<file path="config.mk">
export PLATFORM = sky130hd
export DESIGN_NAME = bin_decode_scheduler
export DESIGN_NICKNAME = d
export VERILOG_FILES = /design/src/rtl/bin_decode_scheduler.sv
export SDC_FILE = /design/constraint.sdc
export NUM_CORES = 1
export LEC_CHECK = 0
export ABC_AREA = 1
export CORE_ASPECT_RATIO = 1.2
export CORE_UTILIZATION = 35
export CTS_BUF_LIST = sky130_fd_sc_hd__clkbuf_2 sky130_fd_sc_hd__clkbuf_4 sky130_fd_sc_hd__clkbuf_8
export DETAILED_ROUTE_END_ITERATION = 7
export MAX_ROUTING_LAYER = met4
export SLEW_MARGIN = 10
export SYNTH_ARGS = -nofsm -noshare
export SYNTH_HDL_FRONTEND = slang
export SYNTH_SLANG_ARGS = --single-unit
</file>
<file path="constraint.sdc">
create_clock -name clk -period 2.6 [get_ports clk]
set_clock_uncertainty 0.1 [all_clocks]
set_input_delay 0.52 -clock clk [delete_from_list [all_inputs] [get_ports clk]]
set_output_delay 0.52 -clock clk [all_outputs]
set_load 0.05 [all_outputs]
</file>
<file path="src/rtl/bin_decode_scheduler.sv">
// Scheduler between the command/byte stream and the arithmetic decoder core.
// Optional stall counter port enabled by defining BDS_STALL_CNT_EN.
//
// state  | meaning
// -------+-----------------------------------------------------------
// S_IDLE | waiting for a command, cmd_ready high
// S_RUN  | stepping the core, stalls while a needed byte is missing
// S_DONE | one-cycle done pulse, then back to S_IDLE
module bin_decode_scheduler #(
  parameter int FIFO_DEPTH = 4,
  parameter int CNT_W      = 7
) (
  input  logic             clk,
  input  logic             reset,
  input  logic             cmd_valid,
  output logic             cmd_ready,
  input  logic             cmd_bypass,
  input  logic             cmd_dual,
  input  logic [CNT_W-1:0] cmd_nbins,
  input  logic             src_valid,
  output logic             src_ready,
  input  logic [7:0]       src_byte,
  output logic             dec_en,
  output logic             dec_bypass,
  output logic             dec_n_bin,
  output logic [7:0]       dec_byte,
  input  logic             dec_byte_req,
  input  logic [1:0]       dec_bin,
  output logic [1:0]       bin_out,
  output logic [1:0]       bin_num,
  output logic             busy,
  output logic             done,
`ifdef BDS_STALL_CNT_EN
  output logic [CNT_W-1:0] stall_count,
`endif
  output logic [CNT_W-1:0] cyc_count
);

  localparam int AW = (FIFO_DEPTH > 1) ? $clog2(FIFO_DEPTH) : 1;
  localparam int CW = AW + 1;

  typedef enum logic [1:0] {
    S_IDLE = 2'd0,
    S_RUN  = 2'd1,
    S_DONE = 2'd2
  } state_e;

  state_e           state_q, state_d;
  logic [CNT_W-1:0] rem_q, rem_d;
  logic             dual_q, dual_d;
  logic             bypass_q, bypass_d;
  logic [CNT_W-1:0] cyc_q, cyc_d;
  logic             noop_q, noop_d;
  logic [1:0]       bin_out_q, bin_out_d;
  logic [1:0]       bin_num_q, bin_num_d;

  logic [7:0]       mem_q [FIFO_DEPTH];
  logic [AW-1:0]    wr_ptr_q, wr_ptr_d;
  logic [AW-1:0]    rd_ptr_q, rd_ptr_d;
  logic [CW-1:0]    cnt_q, cnt_d;

  logic             run;
  logic             accept;
  logic             fifo_empty;
  logic             push;
  logic             pop;
  logic             step_two;
  logic [CNT_W-1:0] step;

  assign run        = (state_q == S_RUN);
  assign fifo_empty = (cnt_q == '0);
  assign src_ready  = (cnt_q < CW'(FIFO_DEPTH));
  assign cmd_ready  = (state_q == S_IDLE);
  assign accept     = cmd_valid & cmd_ready;
  assign step_two   = dual_q & (rem_q >= CNT_W'(2));
  assign step       = step_two ? CNT_W'(2) : CNT_W'(1);

  assign dec_en     = run & ~(dec_byte_req & fifo_empty);
  assign dec_n_bin  = run & step_two;
  assign dec_bypass = run & bypass_q;
  assign busy       = run;
  assign done       = (state_q == S_DONE) | noop_q;
  assign cyc_count  = cyc_q;
  assign bin_out    = bin_out_q;
  assign bin_num    = bin_num_q;

  // Push and pop share a cycle without freeing space early: src_ready uses cnt_q.
  assign push     = src_valid & src_ready;
  assign pop      = dec_en & dec_byte_req;
  assign dec_byte = fifo_empty ? 8'h00 : mem_q[rd_ptr_q];

  always_comb begin
    state_d  = state_q;
    rem_d    = rem_q;
    dual_d   = dual_q;
    bypass_d = bypass_q;
    cyc_d    = cyc_q;
    noop_d   = 1'b0;
    unique case (state_q)
      S_IDLE: begin
        if (accept) begin
          if (cmd_nbins == '0) begin
            noop_d = 1'b1;
          end else begin
            state_d  = S_RUN;
            rem_d    = cmd_nbins;
            dual_d   = cmd_dual;
            bypass_d = cmd_bypass;
            cyc_d    = '0;
          end
        end
      end
      S_RUN: begin
        if (cyc_q != '1) cyc_d = cyc_q + CNT_W'(1);
        if (dec_en) begin
          rem_d = rem_q - step;
          if (rem_q == step) state_d = S_DONE;
        end
      end
      S_DONE: state_d = S_IDLE;
      default: state_d = S_IDLE;
    endcase
  end

  always_comb begin
    bin_num_d = 2'd0;
    bin_out_d = bin_out_q;
    if (dec_en) begin
      bin_num_d = step_two ? 2'd2 : 2'd1;
      bin_out_d = dec_bin;
    end
  end

  always_comb begin
    wr_ptr_d = wr_ptr_q;
    rd_ptr_d = rd_ptr_q;
    cnt_d    = cnt_q;
    if (push) wr_ptr_d = wr_ptr_q + AW'(1);
    if (pop)  rd_ptr_d = rd_ptr_q + AW'(1);
    unique case ({push, pop})
      2'b10:   cnt_d = cnt_q + CW'(1);
      2'b01:   cnt_d = cnt_q - CW'(1);
      default: cnt_d = cnt_q;
    endcase
  end

  always_ff @(posedge clk or negedge reset) begin
    if (!reset) begin
      state_q   <= S_IDLE;
      rem_q     <= '0;
      dual_q    <= 1'b0;
      bypass_q  <= 1'b0;
      cyc_q     <= '0;
      noop_q    <= 1'b0;
      bin_out_q <= 2'd0;
      bin_num_q <= 2'd0;
    end else begin
      state_q   <= state_d;
      rem_q     <= rem_d;
      dual_q    <= dual_d;
      bypass_q  <= bypass_d;
      cyc_q     <= cyc_d;
      noop_q    <= noop_d;
      bin_out_q <= bin_out_d;
      bin_num_q <= bin_num_d;
    end
  end

  always_ff @(posedge clk or negedge reset) begin
    if (!reset) begin
      wr_ptr_q <= '0;
      rd_ptr_q <= '0;
      cnt_q    <= '0;
      for (int i = 0; i < FIFO_DEPTH; i++) mem_q[i] <= 8'h00;
    end else begin
      wr_ptr_q <= wr_ptr_d;
      rd_ptr_q <= rd_ptr_d;
      cnt_q    <= cnt_d;
      if (push) mem_q[wr_ptr_q] <= src_byte;
    end
  end

`ifdef BDS_STALL_CNT_EN
  logic [CNT_W-1:0] stall_q, stall_d;

  always_comb begin
    stall_d = stall_q;
    if (accept) begin
      stall_d = '0;
    end else if (run && !dec_en && stall_q != '1) begin
      stall_d = stall_q + CNT_W'(1);
    end
  end

  always_ff @(posedge clk or negedge reset) begin
    if (!reset) stall_q <= '0;
    else        stall_q <= stall_d;
  end

  assign stall_count = stall_q;
`endif

endmodule

</file>
==> results_dict.tcl, run 1 <==
set metrics [dict create \
    status "finished clean" \
    cts.repair.resized 1 \
    finalSetupViolCount 0 \
    hold_viol_final 0 \
    p_sw_mw 2.87 \
    clkSinkCount 62 \
    clk_latency_ns 0.34 \
    async_reset_ff_share_pct 100 \
    synth_area_leaders "dfrtp_1, nand2_1, o21ai_0" \
    drt_iter0_drc 162 \
    num_antenna_cells 0 \
    final_cell_mix "nand2_1, dfrtp_1, o21ai_0" \
    initial_core_util_pct 36.6 \
    power.density_nw_per_um2 1480 \
    cts_tree "yes" \
    synth_top_cell_by_area "dfrtp_1" \
    combPwrFrac_pct 54.7 \
    switching_share_pct 47.2 \
    routedWlPerCell_um 12.5 \
    ys.flop_type "dfrtp_1" \
    hold_slack_ns 0.155 \
    cap_viol_max_count 0 \
    cts_setup_buffers 0 \
    synthAdderAreaFrac_pct 4.38 \
    nets 489 \
    synth.distinct_cells 30 \
    syn_nets 429 \
    synth_top_family_by_area "simple AND/OR/NAND/NOR gates" \
    numCtsBuffers 9 \
    grt_first_pass_wirelength_um 12200 \
    row_count 37 \
    cellInternalPower_mw 3.21 \
    vias 2703 \
    grt_usage_pct 17.2 \
    hpwlAfterDp_um 5060 \
    synth-seq-cells 62 \
    drc 0 \
    grt-ovfl-total 0 \
    drive_above_1_share_pct 13.3 \
    critPathArrivalTime_ns 1.81 \
    place_congestion 0.821 \
    fp.dieH_um 107 \
    max_slew_margin_pct 48.4 \
    critical_path_class "flip-flop to primary output" \
    clk_pin_slew_worst_paths_ns 0.07 \
    die_w_um 89.3 \
    cp_max_fo 2 \
    design_area_um2 4100 \
    cts_root_buf "clkbuf_8" \
    place_area_um2 3850 \
    leakage_nw 2.02 \
    ys_warn_count 0 \
    htreeDepth 3 \
    fmax_ghz 0.412 \
    first_pass_iters 4 \
    synthCells 395 \
    fp.coreArea_um2 8750 \
    tightestPinTransition_ns 0.774 \
    antenna_found_initial 0 \
    seqPwrFrac_pct 28.0 \
    grt_max_degree 33 \
    synthMuxAreaShare_pct 0 \
    grt_setup_unrepaired "false" \
    port_buffers 49 \
    synth-seq-area-share_pct 48.4 \
    period_share_pct 93.3 \
    r2r-start "state_q[0]$_DFFE_PN0P_" \
    total_power_mw 6.08 \
    clockBufferDepth 2 \
    ios 50 \
    yosysTopAreaCellShare_pct 48.4 \
    dieArea_um2 9540 \
    syn2layout_area_growth_pct 28.0 \
    synth-xor-area-share_pct 1.37 \
    start_kind "flip-flop" \
    ir_drop_mv 0.542 \
    grt_pass1_vias 2602 \
    routed_wl_um 7230 \
    hold_class "primary input to asynchronous set/reset pin" \
    ant_nets 0 \
    hold_buffers 0 \
    syn_avg_cell_area_um2 8.11 \
    synth-simple-area-share_pct 26.1 \
    netlist_area_um2 3200 \
    crit_start "state_q[1]$_DFFE_PN0P_" \
    cp-end-kind "primary output" \
    synth_edf_count 0 \
    slew_violations 0 \
    synth_compound_area_share_pct 12.5 \
    pwr-share-clk_pct 17.3 \
    period_needed_ns 2.43 \
    final_common_cell "nand2_1" \
    fin_tns_setup_ns 0 \
    vias_per_cell 4.68 \
    crit_required_ns 1.98 \
]
## state kept, by name (all words and copies together), names as in the netlist, 2 cells and up
register	flops
bin_num	2
cnt_q	3
bin_out	2
rd_ptr_q	2
cyc_count	7
mem_q	32
rem_q	7
wr_ptr_q	2
state_q	2
## synth_stat cells (2+ instances only)
master	count
a21oi_1	15
buf_2	5
buf_6	5
dfrtp_1	62
fa_1	2
ha_1	8
inv_1	33
inv_2	4
nand2_1	98
nand2_2	5
nand2_4	4
nand3_1	22
nand4_1	5
nor2_1	51
nor2_2	2
o21ai_0	55
o21ai_1	2
o21ai_2	2
xnor2_1	2
xor2_1	3
## logic make-up (layout without fill, tap and decap cells)
family | Yosys count | in the layout
AOI/OAI and AO/OA | 76 | 76
and+or+nand+nor | 193 | 193
xor gates and xnor gates | 5 | 5
buffers and inverters | 49 | 114
adders and majority gates | 10 | 10
DFF | 62 | 62
## power groups by stage
stage / clock network (mW) / registers, mW / logic, mW
after floorplan: 0 / 1.87 / 2.19
after global placement: 0 / 1.71 / 3.30
after detailed placement: 0 / 1.72 / 3.35
after CTS: 1.07 / 1.70 / 3.35
after global routing: 1.11 / 1.76 / 3.68
final: 1.05 / 1.70 / 3.32
## cell type report
type / count / area, um2
clock buffer: 9 / 124
clock inverter: 7 / 121
fill: 844 / 4650
inverter: 37 / 139
multi-input combinational: 284 / 1420
sequential: 62 / 1550
tap: 117 / 146
timing repair buffer: 61 / 597
## metal layers
layer,up-vias,routed length [um],global-route usage [%]
met4,0,110,8.28
met1,1245,3450,22.1
met2,67,3420,26.7
li1,1384,-,-
met3,7,244,2.31
met5,-,0,-
## critical path, stage by stage, from the launching register on
cell and delay (ns):
dfrtp_1 0.39, inv_1 0.08, o21bai_1 0.16, clkdlybuf4s50_1 0.84
## final timing paths
path,slack [ns],cells after the start,end
max,0.17,3,done
min,0.16,1,mem_q[19]$_DFFE_PN0P_
max reg2reg,0.38,12,cnt_q[2]$_DFFE_PN0P_
min reg2reg,0.38,2,bin_out[0]$_DFFE_PN0N_
max in group asynchronous,1.62,2,mem_q[0]$_DFFE_PN0P_
min in group clk,0.38,2,bin_out[0]$_DFFE_PN0N_
## stage by stage
stage | setup slack (ns) | std cells | util, %
after CTS | 0.159 | 577 | 46.8
after global placement | 0.0928 | 561 | 44.1
after detailed placement | 0.0420 | 561 | 44.1
after floorplan | 0.242 | 395 | -
after global routing | 0.0866 | 577 | 46.8
final | 0.173 | 577 | 46.8
No activity file was read; power rests on OpenSTA's default activity.
==> inputs of run 2 (changes only) <==
==> constraint.sdc (replaced) <==
create_clock -name clk -period 2.1 [get_ports clk]
set_clock_uncertainty 0.1 [all_clocks]
set_input_delay 0.42 -clock clk [delete_from_list [all_inputs] [get_ports clk]]
set_output_delay 0.42 -clock clk [all_outputs]
set_load 0.05 [all_outputs]
==> results_dict.tcl, run 2 (synthesized netlist as in run 1, its figures left out) <==
set metrics [dict create \
    grt_first_pass_wirelength_um 12300 \
    clkSinkCount 62 \
    path_cells "buf_4 > nor3_1 > buf_4 > a21oi_1 > buf_4" \
    critical_path_class "flip-flop to primary output" \
    grt_setup_unrepaired "true" \
    die_w_um 89.3 \
    cp-end-kind "primary output" \
    row_count 37 \
    cpMostUsedCell "buf_4" \
    first_pass_iters 4 \
    fp.coreArea_um2 8750 \
    routed_wl_um 7530 \
    cap_viol_max_count 0 \
    antenna_found_initial 0 \
    r2r_cells 12 \
    final_cell_mix "nand2_1, dfrtp_1, buf_4" \
    numCtsBuffers 9 \
    ir_drop_mv 1.04 \
    power.density_nw_per_um2 1820 \
    fmax_ghz 0.486 \
    r2r-start "cnt_q[1]$_DFFE_PN0P_" \
    initial_core_util_pct 36.6 \
    cts_root_buf "clkbuf_8" \
    design_area_um2 4430 \
    rr_endpoint "cnt_q[2]$_DFFE_PN0P_" \
    clk_latency_ns 0.34 \
    dieArea_um2 9540 \
    hold_depth 2 \
    crit_required_ns 1.58 \
    cpMaxStageDelayCell "dfrtp_1" \
    syn2layout_area_growth_pct 38.2 \
    crit_family "buffers and inverters" \
    drive_above_1_share_pct 26.8 \
    grt_pass1_vias 2600 \
    hold_viol_final 0 \
    ios 50 \
    finalSetupViolCount 0 \
    worstHoldStart "mem_q[2]$_DFFE_PN0P_" \
    grt_usage_pct 17.5 \
    fp.dieH_um 107 \
    max_slew_margin_pct 66.9 \
    vias_per_cell 4.69 \
    hold_slack_ns 0.385 \
    clk_pin_slew_worst_paths_ns 0.06 \
    critPathMaxStageDelay_ns 0.38 \
    largest-register "mem_q" \
    nFillCells 830 \
    critPathArrivalTime_ns 1.54 \
    utilization_pct 50.6 \
    cp_max_fo 8 \
    fin_cells 606 \
    start_kind "flip-flop" \
    nets 519 \
    period_needed_ns 2.06 \
    period_share_pct 97.9 \
    port_buffers 49 \
    slew_violations 0 \
    hold_class "flip-flop to flip-flop" \
    clockBufferDepth 2 \
    num_antenna_cells 0 \
    grt_max_degree 63 \
    grt-ovfl-total 0 \
    worst-r2r-setup-slack_ns 0.13 \
    drt_iter0_drc 76 \
    status "finished clean" \
    cts_tree "yes" \
    place_area_um2 4000 \
    ant_nets 0 \
    min_to "mem_q[2]$_DFFE_PN0P_" \
    place_congestion 0.822 \
    tightestPinTransition_ns 0.495 \
    htreeDepth 3 \
    cp_num_buf_inv 3 \
    vias 2840 \
    routedWlPerCell_um 12.4 \
    hpwlAfterDp_um 5140 \
    largest_register_ffs 32 \
    final_common_cell "nand2_1" \
    placed_cells 576 \
    drc 0 \
    leakage_nw 2.20 \
]
run 2: layer usage:
layer / share of wire, % / track usage, % / up-vias
met5: 0 / - / -
met4: 1.2 / 6.46 / 0
met3: 4.5 / 3.93 / 6
met2: 49 / 26.9 / 66
met1: 45 / 22.6 / 1318
li1: - / - / 1450
run 2: cell type report:
class	instances	area [um2]	share of cell area (%)
Clock buffer	10	138	3.11
Inverter	37	155	3.51
Sequential cell	62	1550	35.1
Tap cell	117	146	3.31
Multi-Input combinational cell	284	1530	34.5
Timing Repair Buffer	91	855	19.3
Clock inverter	5	50.0	1.13
run 2: worst max path at each step:
stage,from,endpoint,slack [ns],depth (start not counted)
floorplan,rd_ptr_q[0]$_DFFE_PN0P_,dec_byte[6],-0.06,6
detailed placement,dec_byte_req,cnt_q[2]$_DFFE_PN0P_,-0.40,12
global placement,dec_byte_req,cnt_q[2]$_DFFE_PN0P_,-0.34,12
finish,cnt_q[1]$_DFFE_PN0P_,dec_byte[7],0.04,5
global route,cnt_q[1]$_DFFE_PN0P_,dec_en,-0.03,6
CTS,state_q[0]$_DFFE_PN0P_,dec_n_bin,0.005,6
run 2: stage by stage:
stage,total power [mW],setup slack [ns],TNS [ns]
global route,8.70,-0.0281,-0.193
floorplan,5.13,-0.0638,-0.172
finish,8.06,0.0434,0
detailed placement,6.57,-0.400,-0.766
global placement,6.49,-0.339,-0.543
CTS,7.72,0.00519,0
run 2: power by group:
part	internal [mW]	leakage (nW)	switching, mW
logic	1.97	1.32	2.97
registers	1.74	0.772	0.380
clock network	0.565	0.102	0.446
total	4.27	2.20	3.79
run 2: timing repair:
action | in CTS | in global routing
hold endpoints to repair | 11 | 0
buffers inserted | 4 | 9
hold buffers | 1 | 0
gates resized for setup | 10 | 45
cloned | 0 | 1
setup endpoints to repair | 11 | 16
pin swaps | 3 | 17
run 2: worst register-to-register path, delay by kind of cell, from the launching register on:
kind | cells | cell delay [ns]
AOI/OAI and AO/OA | 2 | 0.19
xor gates and xnor gates | 1 | 0.14
adders and majority gates | 2 | 0.51
buffers and inverters | 4 | 0.24
DFF | 1 | 0.35
and+or+nand+nor | 3 | 0.32
==> inputs of run 3 (changes only) <==
--- a/config.mk
+++ b/config.mk
@@ -10,7 +10,9 @@
 export CORE_UTILIZATION = 35
 export CTS_BUF_LIST = sky130_fd_sc_hd__clkbuf_2 sky130_fd_sc_hd__clkbuf_4 sky130_fd_sc_hd__clkbuf_8
 export DETAILED_ROUTE_END_ITERATION = 7
+export GPL_TIMING_DRIVEN = 1
 export MAX_ROUTING_LAYER = met4
+export PLACE_DENSITY = 0.7
 export SLEW_MARGIN = 10
 export SYNTH_ARGS = -nofsm -noshare
 export SYNTH_HDL_FRONTEND = slang
==> constraint.sdc (replaced) <==
create_clock -name clk -period 2.1 [get_ports clk]
set_clock_uncertainty 0.1 [all_clocks]
set_input_delay 0.42 -clock clk [delete_from_list [all_inputs] [get_ports clk]]
set_output_delay 0.42 -clock clk [all_outputs]
set_load 0.005 [all_outputs]
==> results_dict.tcl, run 3 (synthesized netlist as in run 1, its figures left out) <==
set metrics [dict create \
    clkSinkCount 62 \
    grtUsageMet2_pct 30.3 \
    vias_per_cell 4.73 \
    hold_viol_final 0 \
    vias 2886 \
    critical_path_class "flip-flop to flip-flop" \
    fin_tns_setup_ns 0 \
    drc 0 \
    critPathMaxStageDelay_ns 0.41 \
    critPathArrivalTime_ns 2.18 \
    row_count 37 \
    period_needed_ns 2.06 \
    hold_slack_ns 0.0217 \
    regArea_um2 1550 \
    fp.dieH_um 107 \
    port_buffers 49 \
    clk_pin_slew_worst_paths_ns 0.07 \
    grt_setup_unrepaired "true" \
    max_slew_margin_pct 55.1 \
    met1_usage_pct 21.0 \
    multi_input_area_um2 1440 \
    tightestPinTransition_ns 0.673 \
    slew_violations 0 \
    fmax_ghz 0.485 \
    busiest_layer "met2" \
    hpwlAfterDp_um 5380 \
    grt_max_degree 28 \
    clockBufferDepth 2 \
    final_cell_mix "nand2_1, dfrtp_1, o21ai_0" \
    status "finished clean" \
    grt_usage_pct 17.9 \
    start_kind "flip-flop" \
    grt_pass1_vias 2740 \
    crit_family "adder cells" \
    first_pass_iters 4 \
    r2r_cells 12 \
    cpMaxStageDelayCell "dfrtp_1" \
    drt_iter0_drc 134 \
    crit_cells 12 \
    largest-register "mem_q" \
    leakage_nw 2.15 \
    cts_tree "yes" \
    syn2layout_area_growth_pct 33.6 \
    grt-ovfl-total 0 \
    ir_drop_mv 0.534 \
    nets 522 \
    routedWlPerCell_um 12.5 \
    place_congestion 0.818 \
    crit_required_ns 2.21 \
    cpMostUsedCell "inv_2" \
    clk_latency_ns 0.34 \
    use_met3_pct 3.77 \
    cp-end-kind "flip-flop" \
    nFillCells 823 \
    drive_above_1_share_pct 21.1 \
    htreeDepth 3 \
    final_common_cell "nand2_1" \
    cp_num_buf_inv 4 \
    path_cells "nor2_4 > buf_6 > nand2_2 > inv_2 > nand2_1 > inv_2 > ha_1 > inv_1 > fa_2 > a21oi_2 > o21ai_1 > xor2_1" \
    die_w_um 89.3 \
    fp.coreArea_um2 8750 \
    ios 50 \
    initial_core_util_pct 36.6 \
    routed_wl_um 7610 \
    cts_root_buf "clkbuf_8" \
    cp_max_fo 2 \
    hold_buffers 0 \
    utilization_pct 48.9 \
    finalSetupViolCount 0 \
    antenna_found_initial 0 \
    num_antenna_cells 0 \
    hold_class "primary input to asynchronous set/reset pin" \
    power.density_nw_per_um2 1530 \
    cap_viol_max_count 0 \
    largest_register_ffs 32 \
    dieArea_um2 9540 \
    numCtsBuffers 9 \
    period_share_pct 98.1 \
    grt_first_pass_wirelength_um 12700 \
    ant_nets 0 \
]
[run 3: cell types whose count changed in the layout (fill, tap and decap cells not counted), moves of 4 or more]
cell	before	now
dlygate4sd2_1	0	5
buf_4	48	41
a21oi_2	7	1
clkdlybuf4s50_1	25	34
nor2_1	43	48
o21ai_0	44	52
nor2_4	5	1
a21oi_1	8	14
buf_6	9	2
clkbuf_2	0	7
o21ai_1	12	5
buf_12	5	1
[run 3: metal layers]
layer  up-vias  share of wire, %
met5         -                 0
met4         0               1.0
met3         8               4.3
met2        65                52
met1      1361                43
li1       1452                 -
[run 3: power breakdown]
group / internal, mW / switching [mW]
logic: 1.67 / 1.82
clock network: 0.490 / 0.461
registers: 1.73 / 0.365
total: 3.89 / 2.65
[run 3: timing repair]
action                                  in CTS  in global routing
buffers inserted                            10                  6
endpoints found under the setup margin      13                 15
pin swaps                                    4                  4
endpoints found under the hold margin        0                  0
resized for setup                           21                 28
[run 3: worst reg2reg max path, stage by stage, from the launching register on]
cell and delay [ns]:
dfrtp_1 0.41, nor2_4 0.16, buf_6 0.12, nand2_2 0.05, inv_2 0.06, nand2_1 0.07, inv_2 0.06, ha_1 0.14
inv_1 0.07, fa_2 0.35, a21oi_2 0.12, o21ai_1 0.09, xor2_1 0.15
[run 3: layout make-up]
class / instances / area share (%)
Sequential cell: 62 / 36.3
Multi-Input combinational cell: 284 / 33.6
Timing Repair Buffer: 94 / 19.0
Clock buffer: 11 / 3.54
Tap cell: 117 / 3.42
Inverter: 37 / 3.39
Clock inverter: 5 / 0.789
[run 3: worst paths after layout]
kind                                         from                    end  slack [ns]
min                                         reset       noop_q$_DFF_PN0_        0.02
max in group asynchronous                   reset  mem_q[16]$_DFFE_PN0P_        1.22
min in group clk            mem_q[20]$_DFFE_PN0P_  mem_q[20]$_DFFE_PN0P_        0.39
max reg2reg                state_q[1]$_DFFE_PN0P_   cnt_q[2]$_DFFE_PN0P_        0.04
min reg2reg                 mem_q[20]$_DFFE_PN0P_  mem_q[20]$_DFFE_PN0P_        0.39
max                        state_q[1]$_DFFE_PN0P_   cnt_q[2]$_DFFE_PN0P_        0.04
[run 3: per-stage QoR]
step / cell area (um2) / power [mW] / setup slack (ns) / cells
global route: 4280 / 7.15 / -0.0819 / 610
CTS: 4240 / 6.47 / 0.00242 / 604
global placement: 3980 / 5.34 / -0.288 / 578
finish: 4280 / 6.54 / 0.0389 / 610
floorplan: 3210 / 4.04 / 0.0315 / 395
detailed placement: 3980 / 5.45 / -0.365 / 578
